File: src/rtl/vram_arb_pkg.sv
// vram_arb_pkg: shared types and helpers for the VRAM scan-out / CPU arbiter.
package vram_arb_pkg;
   typedef enum logic [1:0] {IDLE, ISSUE, CAPT, ACK} rd_state_e;
   localparam int DISP_LAT = 2;
   // Nibble replication gives full-scale 8-bit channels (F -> FF, 0 -> 00).
   function automatic logic [23:0] rgb444_to_888(input logic [11:0] c);
      return {c[11:8], c[11:8], c[7:4], c[7:4], c[3:0], c[3:0]};
   endfunction
endpackage

File: src/rtl/vram_scan_arbiter_if.sv
// vram_scan_arbiter_if: CPU load/store port; the CPU holds req and its fields until ack.
interface vram_scan_arbiter_if #(parameter int AW = 19, parameter int DW = 12);
   logic          req;
   logic          we;
   logic [AW-1:0] addr;
   logic [DW-1:0] wdata;
   logic          ack;
   logic [DW-1:0] rdata;
   modport master (output req, we, addr, wdata, input ack, rdata);
   modport slave  (input req, we, addr, wdata, output ack, rdata);
endinterface

File: src/rtl/vram_wr_fifo.sv
// vram_wr_fifo: small write-posting FIFO; the caller never pushes when full or pops when empty.
module vram_wr_fifo #(parameter int DEPTH = 4, parameter int W = 31) (
   input  logic                   pclk,
   input  logic                   reset,
   input  logic                   push_i,
   input  logic                   pop_i,
   input  logic [W-1:0]           din_i,
   output logic [W-1:0]           dout_o,
   output logic                   full_o,
   output logic                   empty_o,
   output logic [$clog2(DEPTH):0] level_o
);
   localparam int PW = $clog2(DEPTH);
   logic [W-1:0] mem_q [DEPTH];
   logic [PW:0]  wp_q, rp_q;
   always_ff @(posedge pclk or posedge reset)
      if (reset) begin
         wp_q <= '0;
         rp_q <= '0;
      end else begin
         if (push_i) wp_q <= wp_q + 1'b1;
         if (pop_i) rp_q <= rp_q + 1'b1;
      end
   always_ff @(posedge pclk)
      if (push_i) mem_q[wp_q[PW-1:0]] <= din_i;
   assign level_o = wp_q - rp_q;
   assign full_o  = level_o == (PW+1)'(DEPTH);
   assign empty_o = wp_q == rp_q;
   assign dout_o  = mem_q[rp_q[PW-1:0]];
endmodule

File: src/rtl/vram_scan_arbiter.sv
// vram_scan_arbiter: shares one single-port VRAM between display scan-out (never stalled),
// a posted CPU write FIFO drained in blanking, and CPU reads ordered behind earlier writes.
module vram_scan_arbiter
   import vram_arb_pkg::*;
#(
   parameter int AW    = 19,
   parameter int DW    = 12,
   parameter int DEPTH = 4
) (
   input  logic                   pclk,
   input  logic                   reset,
   input  logic                   disp_req_i,
   input  logic [AW-1:0]          disp_addr_i,
   output logic [23:0]            disp_data_o,
   vram_scan_arbiter_if.slave     cpu,
   output logic [$clog2(DEPTH):0] fifo_level_o,
   output logic                   mem_en_o,
   output logic                   mem_we_o,
   output logic [AW-1:0]          mem_addr_o,
   output logic [DW-1:0]          mem_wdata_o,
   input  logic [DW-1:0]          mem_rdata_i
);
   logic             full, empty, push, pop, rd_go, disp_v_q, ack_q;
   logic [AW+DW-1:0] head;
   logic [DW-1:0]    rdata_q;
   logic [23:0]      disp_data_q, disp_data_d;
   rd_state_e        st_q;

   // Full is the registered occupancy, so a same-cycle pop never frees a slot for a push.
   assign push  = cpu.req & cpu.we & ~ack_q & ~full;
   assign pop   = ~disp_req_i & ~empty;
   assign rd_go = (st_q == ISSUE) & ~disp_req_i & ~pop;

   vram_wr_fifo #(.DEPTH(DEPTH), .W(AW + DW)) u_fifo (
      .pclk    (pclk),
      .reset   (reset),
      .push_i  (push),
      .pop_i   (pop),
      .din_i   ({cpu.addr, cpu.wdata}),
      .dout_o  (head),
      .full_o  (full),
      .empty_o (empty),
      .level_o (fifo_level_o)
   );

   // Reset gates the bus combinationally so the RAM sees no access during reset.
   assign mem_en_o    = ~reset & (disp_req_i | pop | rd_go);
   assign mem_we_o    = ~reset & pop;
   assign mem_addr_o  = reset ? '0 : disp_req_i ? disp_addr_i : pop ? head[AW+DW-1:DW] : rd_go ? cpu.addr : '0;
   assign mem_wdata_o = (~reset & pop) ? head[DW-1:0] : '0;

   assign disp_data_d = disp_v_q ? rgb444_to_888(mem_rdata_i) : '0;
   always_ff @(posedge pclk or posedge reset)
      if (reset) begin
         disp_v_q    <= 1'b0;
         disp_data_q <= '0;
      end else begin
         disp_v_q    <= disp_req_i;
         disp_data_q <= disp_data_d;
      end
   assign disp_data_o = disp_data_q;

   always_ff @(posedge pclk or posedge reset)
      if (reset) begin
         st_q    <= IDLE;
         ack_q   <= 1'b0;
         rdata_q <= '0;
      end else begin
         ack_q <= push | (st_q == CAPT);
         case (st_q)
            IDLE:    if (cpu.req & ~cpu.we & ~ack_q & empty & ~push) st_q <= ISSUE;
            ISSUE:   if (rd_go) st_q <= CAPT;
            CAPT: begin
               rdata_q <= mem_rdata_i;
               st_q    <= ACK;
            end
            default: st_q <= IDLE;
         endcase
      end
   assign cpu.ack   = ack_q;
   assign cpu.rdata = rdata_q;
endmodule

File: src/flat_wrapper.sv
// flat-port wrapper written by rule: the top's interface ports become plain ports
module vram_scan_arbiter_flat import vram_arb_pkg::*;
#(
   parameter int AW    = 19,
   parameter int DW    = 12,
   parameter int DEPTH = 4
)
  (pclk, reset, disp_req_i, disp_addr_i, disp_data_o, fifo_level_o, mem_en_o, mem_we_o, mem_addr_o, mem_wdata_o, mem_rdata_i, cpu_req, cpu_we, cpu_addr, cpu_wdata, cpu_ack, cpu_rdata);
  vram_scan_arbiter_if #(.AW(AW), .DW(DW)) cpu_i ();
  input  logic pclk;
  input  logic reset;
  input  logic disp_req_i;
  input  logic [AW-1:0] disp_addr_i;
  output logic [23:0] disp_data_o;
  output logic [$clog2(DEPTH):0] fifo_level_o;
  output logic mem_en_o;
  output logic mem_we_o;
  output logic [AW-1:0] mem_addr_o;
  output logic [DW-1:0] mem_wdata_o;
  input  logic [DW-1:0] mem_rdata_i;
  input wire logic [$bits(cpu_i.req)-1:0] cpu_req;
  input wire logic [$bits(cpu_i.we)-1:0] cpu_we;
  input wire logic [$bits(cpu_i.addr)-1:0] cpu_addr;
  input wire logic [$bits(cpu_i.wdata)-1:0] cpu_wdata;
  output wire logic [$bits(cpu_i.ack)-1:0] cpu_ack;
  output wire logic [$bits(cpu_i.rdata)-1:0] cpu_rdata;
  assign cpu_i.req = cpu_req;
  assign cpu_i.we = cpu_we;
  assign cpu_i.addr = cpu_addr;
  assign cpu_i.wdata = cpu_wdata;
  assign cpu_ack = cpu_i.ack;
  assign cpu_rdata = cpu_i.rdata;
  vram_scan_arbiter #(.AW(AW), .DW(DW), .DEPTH(DEPTH)) u_core (.pclk(pclk), .reset(reset), .disp_req_i(disp_req_i), .disp_addr_i(disp_addr_i), .disp_data_o(disp_data_o), .cpu(cpu_i), .fifo_level_o(fifo_level_o), .mem_en_o(mem_en_o), .mem_we_o(mem_we_o), .mem_addr_o(mem_addr_o), .mem_wdata_o(mem_wdata_o), .mem_rdata_i(mem_rdata_i));
endmodule
File: config.mk
export PLATFORM = sky130hd
export DESIGN_NAME = vram_scan_arbiter_flat
export DESIGN_NICKNAME = d
export VERILOG_FILES = /design/src/rtl/vram_arb_pkg.sv /design/src/rtl/vram_scan_arbiter_if.sv /design/src/rtl/vram_wr_fifo.sv /design/src/rtl/vram_scan_arbiter.sv /design/src/flat_wrapper.sv
export SDC_FILE = /design/constraint.sdc
export NUM_CORES = 1
export LEC_CHECK = 0
export CAP_MARGIN = 20
export CELL_PAD_IN_SITES_DETAIL_PLACEMENT = 1
export CELL_PAD_IN_SITES_GLOBAL_PLACEMENT = 1
export CORE_MARGIN = 3
export CORE_UTILIZATION = 44
export CTS_BUF_LIST = sky130_fd_sc_hd__clkbuf_8
export DETAILED_ROUTE_END_ITERATION = 12
export HOLD_SLACK_MARGIN = 0.12
export PLACE_DENSITY = 0.93
export RECOVER_POWER = 100
export SLEW_MARGIN = 0
export SYNTH_ARGS = -nofsm -noshare
export SYNTH_HDL_FRONTEND = slang
export SYNTH_HIERARCHICAL = 1
export SYNTH_SLANG_ARGS = --single-unit
File: constraint.sdc
create_clock -name pclk -period 4.05 [get_ports pclk]
set_clock_uncertainty 0.1 [all_clocks]
set_input_delay 0.81 -clock pclk [delete_from_list [all_inputs] [get_ports pclk]]
set_output_delay 0.81 -clock pclk [all_outputs]
set_load 0.03 [all_outputs]
# Word-level counts from Yosys, hierarchy flattened
# Memory sizes are Yosys's and may differ from the RTL's.
# Index checks and enable logic that the tools add are counted.
[op_classes]
n_mux = 11
n_eq_ne = 6
reduce_logical = 2
bitwise = 23
add_sub_neg = 3
[op_table]
columns = ["operator", "count"]
rows = [
  ["2-to-1 mux 19 bit", 4],
  ["2-to-1 mux 24 bit", 1],
  ["AND 1 bit", 12],
  ["2-to-1 mux 12 bit", 1],
  ["inverter 1 bit", 8],
  ["adder 3 x 1 -> 3 bit (second input constant)", 2],
  ["one-hot mux 2 bit (3 select lines)", 1],
  ["2-to-1 mux 2 bit", 2],
  ["!= test 2 x 1 -> 1 bit (second input constant)", 2],
  ["== test 3 bit", 1],
  ["== test 3 bit (second input constant)", 1],
  ["bitwise OR 1 bit", 3],
  ["subtractor 3 bit", 1],
  ["== test 2 x 1 -> 1 bit (second input constant)", 1],
  ["== test 2 bit (second input constant)", 1],
  ["zero test 2 bit", 1],
  ["2-to-1 mux 1 bit", 2],
  ["AND reduction 2 bit", 1],
]
[word_totals]
ff_bits = 46
word_cells = 53
memories = 1
ram_bits = 124
[memory_table]
columns = ["memory", "words", "width", "rd", "rd_ports_with_merged_regs", "wr", "line", "text"]
rows = [
  ["u_core.u_fifo.mem_q", 4, 31, 1, 0, 1, "vram_wr_fifo.sv:14", "logic [W-1:0] mem_q [DEPTH];"],
]

# Logic depth before layout (Yosys ltp)
[logic_depth]
depth_word = 9
mapped_depth = 9
ltp_nobuf = 9

# By module
# The synthesis kept the hierarchy.
[by_module_without_submodules]
columns = ["module", "area_per_inst_um2", "cells_each", "n_inst", "seq_area_each_um2"]
rows = [
  ["vram_wr_fifo", 4927.2, 201, 1, 3873.7],
  ["vram_scan_arbiter", 1699.1, 185, 1, 700.7],
]

# Least setup slack after synthesis
# Ideal clock, no wire load.
[synth_timing]
kind = "reg-to-reg"
from = "register u_core.u_fifo.rp_q[1]"
to = "memory u_core.u_fifo.mem_q[3][0], enable pin"
setup_slack_ps = 358
arrival_ps = 3199
t_required_ps = 3558
stages_incl_launch_ff = 8
synth_period_minus_slack_ps = 3692
path_cell_list = "dfrtp_1 > buf_2 > inv_1 > fa_1 > or3b_2 > mux2i_1 > nor4bb_1 > and2_1"
[synth_via]
elab_chain_cells = 6
[synth_rtl]
columns = ["element", "line", "text"]
rows = [
  ["start: declaration", "vram_wr_fifo.sv:15", "logic [PW:0] wp_q, rp_q;"],
  ["start signal: assignment", "vram_wr_fifo.sv:22", "if (pop_i) rp_q <= rp_q + 1'b1;"],
  ["subtractor 3 bit", "vram_wr_fifo.sv:26", "assign level_o = wp_q - rp_q;"],
  ["named net fifo_level_o[1]", "flat_wrapper.sv:15", "output logic [$clog2(DEPTH):0] fifo_level_o;"],
  ["== test 3 bit", "vram_wr_fifo.sv:27", "assign full_o = level_o == (PW+1)'(DEPTH);"],
  ["named net u_core.full", "vram_scan_arbiter.sv:23", "logic full, empty, push, pop, rd_go, disp_v_q, ack_q;"],
  ["inverter 1 bit", "vram_scan_arbiter.sv:30", "assign push = cpu.req & cpu.we & ~ack_q & ~full;"],
  ["AND 1 bit", "vram_scan_arbiter.sv:30", ""],
  ["named net u_core.push", "vram_scan_arbiter.sv:23", ""],
  ["2-to-1 mux 1 bit", "vram_wr_fifo.sv:25", "if (push_i) mem_q[wp_q[PW-1:0]] <= din_i;"],
  ["2-to-1 mux 1 bit (implied by the code)", "vram_wr_fifo.sv:25", ""],
  ["end: declaration", "vram_wr_fifo.sv:14", ""],
]
# The timed path passes the listed nets, and every way through them passes these cells.

# Worst setup path after layout
[layout_timing]
from = "register u_core.u_fifo.wp_q[0]"
to = "output port mem_en_o"
[layout_via]
elab_chain_cells = 7
[layout_rtl]
columns = ["element", "line", "text"]
rows = [
  ["start: declaration", "vram_wr_fifo.sv:15", ""],
  ["start signal: assignment", "vram_wr_fifo.sv:21", "if (push_i) wp_q <= wp_q + 1'b1;"],
  ["== test 3 bit *", "vram_wr_fifo.sv:28", "assign empty_o = wp_q == rp_q;"],
  ["named net u_core.empty", "vram_scan_arbiter.sv:23", ""],
  ["inverter 1 bit *", "vram_scan_arbiter.sv:31", "assign pop = ~disp_req_i & ~empty;"],
  ["AND 1 bit *", "vram_scan_arbiter.sv:31", ""],
  ["inverter 1 bit", "vram_scan_arbiter.sv:32", "assign rd_go = (st_q == ISSUE) & ~disp_req_i & ~pop;"],
  ["AND 1 bit", "vram_scan_arbiter.sv:32", ""],
  ["bitwise OR 1 bit *", "vram_scan_arbiter.sv:47", "assign mem_en_o = ~reset & (disp_req_i | pop | rd_go);"],
  ["AND 1 bit *", "vram_scan_arbiter.sv:47", ""],
  ["end: declaration", "flat_wrapper.sv:16", "output logic mem_en_o;"],
]
# Mark *: on every way through the listed nets, which the timed path passes. The rest lies on a longest branch.

==> results.ini <==
[run_status]
outcome=finished clean

[sta]
tns_ns=0
rsz0062_at_grt=false
worstMarginPinSlew_ns=0.973
timing.fmax_mhz=262
setup_viol=0
period_share_pct=94.4
layout_min_cycle_time_ns=3.82
hold_viol=0
slew_viol_final=0
slew_headroom_pct=35.1
layout_setup_ws_ns=0.228

[clocking]
cts.path.max_buffers=2
clkTransAtPathRegs_ns=0.08
cts_inserted_buffers=17
clkLatencyLatePin_ns=0.45
cts.sinks=158
root_buffer=clkbuf_8
tritoncts=built
htree_num_levels=4
postCtsSetupBuffers=0

[floorplanning]
core_area_mm2=0.0146
start_util_pct=45.2
dieArea_mm2=0.0166
rows=44
die_h_um=129
ioPinCount=140
die_x_um=129

[flow_run]
maxCapViolCount=0

[synth]
synth-xor-area-share_pct=0.793
synth_edf_count=124
synth_nets=464
seq_area_frac_synth_pct=69.0
synth-seq-cells=158
avgSynthCellArea_um2=17.2
synth_top_family_by_area=multiplexers
synth-compound-area-share_pct=4.42
async_flop_share_pct=21.5
synthCells=386
synth_ff_type=edfxtp_1
synth_area_mm2=0.00663
synthMuxAreaShare_pct=13.0
synth_fa_ha_area_share_pct=2.19
synth-simple-area-share_pct=5.34
yosysUniqueCellTypes=36
yosys_warnings=6

[power]
power_density_mw_per_mm2=649
irDropWorstVdd_uv=311
total_leakage_power_uw=0.00304

[cells_and_area]
fin_util_pct=56.8
nets=598
n_fill_cell=1375
final_area_mm2=0.00832
syn2layout_area_growth_pct=25.5
drive_gt1_share_pct=18.6

[drt]
wire_per_inst_um=23.9
drc_errors=0
dr.pass1.iters=4
antenna_left=0
vias_per_cell=5.53
via_count=3969
wirelength_mm=17.2
drt-initial-drc-count=299

[global_route]
track_usage_pct=21.3
grt_pass1_vias=4536
grt_pass1_wl_mm=26.0
grt_start_max_net_pins=43
grt_antenna_before_repair=2
overflow=0

[setup_path]
crit_chain=inv_1 -> ha_1 -> and3_1 -> buf_4 -> nand2b_1 -> nor2_1 -> nor2_1 -> clkdlybuf4s50_1
cpMostUsedCell=nor2_1
cp_max_fo=23
cp_slowest_stage_delay_ns=0.62
crit_slowest_cell=clkdlybuf4s50_1
critical_path.top_delay_family=buffers and inverters
r2r_end=u_core/u_fifo/mem_q[3][16]
rr_worst_depth=9
critPathArrivalTime_ns=2.91
crit_cells=8
r2r_start=u_core/u_fifo/wp_q[0]
endpoint=mem_en_o
end_kind=output port
r2r_setup_slack_ns=0.60
worstSetupPathType=reg -> out
critical_path.startpoint=u_core/u_fifo/wp_q[0]
required_ns=3.14
startpoint_type=flip-flop
cp_num_buf_inv=3

[min_path]
hp-class=reg -> reg

[place]
dp_hpwl_mm=11.7
io_buffers=139
place.gp.congestion=0.765
dpl_cell_area_mm2=0.00805
dp_slack_ns=0.452

final cells by class:
| type | count | area [um2] | area share, % |
|---|---|---|---|
| inverters | 29 | 111 | 1.34 |
| clock buffers | 17 | 234 | 2.81 |
| repair buffers | 148 | 1330 | 16.0 |
| well taps | 184 | 230 | 2.77 |
| diodes | 1 | 2.50 | 0.0301 |
| multi-input cells | 166 | 1710 | 20.6 |
| clock inverters | 15 | 116 | 1.40 |
| flip-flops and latches | 158 | 4580 | 55.0 |
metal layers:
metal	GRT usage (%)	wire [um]	part of all wire, %	vias to the layer above
met5	0	7	0.041	-
met4	9.51	477	2.8	2
met3	4.07	822	4.8	37
met2	38.7	9600	56	148
met1	24.4	6260	36	2042
li1	-	-	-	1740
power breakdown:
group	switching, uW	internal (uW)
combinational	1370	889
sequential	113	2010
clock	589	429
cell usage after synthesis (all sizes together), types with 2 or more instances:
cell | n | area share, %
a21oi | 20 | 1.5
a221oi | 19 | 2.5
dfrtp | 34 | 13
ha | 10 | 1.9
xnor2 | 2 | 0.26
and2 | 28 | 2.6
mux2 | 13 | 2.2
xor2 | 4 | 0.53
buf | 28 | 3.3
mux4 | 31 | 11
nand3 | 19 | 1.4
edfxtp | 124 | 56
nand2 | 3 | 0.17
o21ai | 2 | 0.15
nor2 | 3 | 0.17
clkbuf | 5 | 0.28
inv | 29 | 1.6
cells by family after synthesis:
| group | count (synthesis) |
|---|---|
| flops | 158 |
| mux | 45 |
| xor+xnor | 6 |
| compound gates | 43 |
| fa+ha+maj | 11 |
| buf+inv | 62 |
| simple gates | 61 |
layout by cell type (no fill, tap or decap), drive strengths merged, types with 13 or more instances in the layout:
| cell type | count |
|---|---|
| edfxtp | 124 |
| dlygate4sd3 | 79 |
| clkbuf | 35 |
| dfrtp | 34 |
| inv | 32 |
| mux4 | 31 |
| and2 | 28 |
| clkdlybuf4s50 | 27 |
| a21oi | 20 |
| nand3 | 19 |
| a221oi | 19 |
| buf | 16 |
| mux2 | 13 |
metrics by stage:
step           total power (uW)  std cells  hold WS [ns]
2_1_floorplan              3710        386         0.362
3_3_place_gp               4390        684         0.376
3_5_place_dp               4530        684         0.403
4_1_cts                    5560        716         0.423
5_1_grt                    5660        718         0.427
6_report                   5400        718         0.414
sequential cells by signal, summed over array words and instances (netlist names):
register / flops
u_core/u_fifo/mem_q: 124
u_core/cpu.rdata: 12
u_core/disp_data_o: 12
u_core/u_fifo/rp_q: 3
u_core/u_fifo/wp_q: 3
u_core/st_q: 2
u_core/cpu.ack: 1
u_core/disp_v_q: 1
how the worst min path moves through the flow:
| stage | end | slack [ns] | from | depth (start not counted) |
|---|---|---|---|---|
| floorplan | u_core/u_fifo/wp_q[2] | 0.36 | u_core/u_fifo/wp_q[2] | 1 |
| CTS | u_core/cpu.rdata[2] | 0.42 | u_core/cpu.rdata[2] | 1 |
| global placement | u_core/u_fifo/wp_q[2] | 0.38 | u_core/u_fifo/wp_q[2] | 1 |
| global route | u_core/cpu.rdata[2] | 0.43 | u_core/cpu.rdata[2] | 1 |
| finish | u_core/cpu.rdata[11] | 0.41 | u_core/cpu.rdata[11] | 1 |
| detailed placement | u_core/cpu.rdata[2] | 0.40 | u_core/cpu.rdata[2] | 1 |
repair_timing:
action                     CTS  global route
gates resized for setup      9            10
setup endpoints to repair    9            10
hold buffers                 0             0
(Power assumes the default switching activity.)
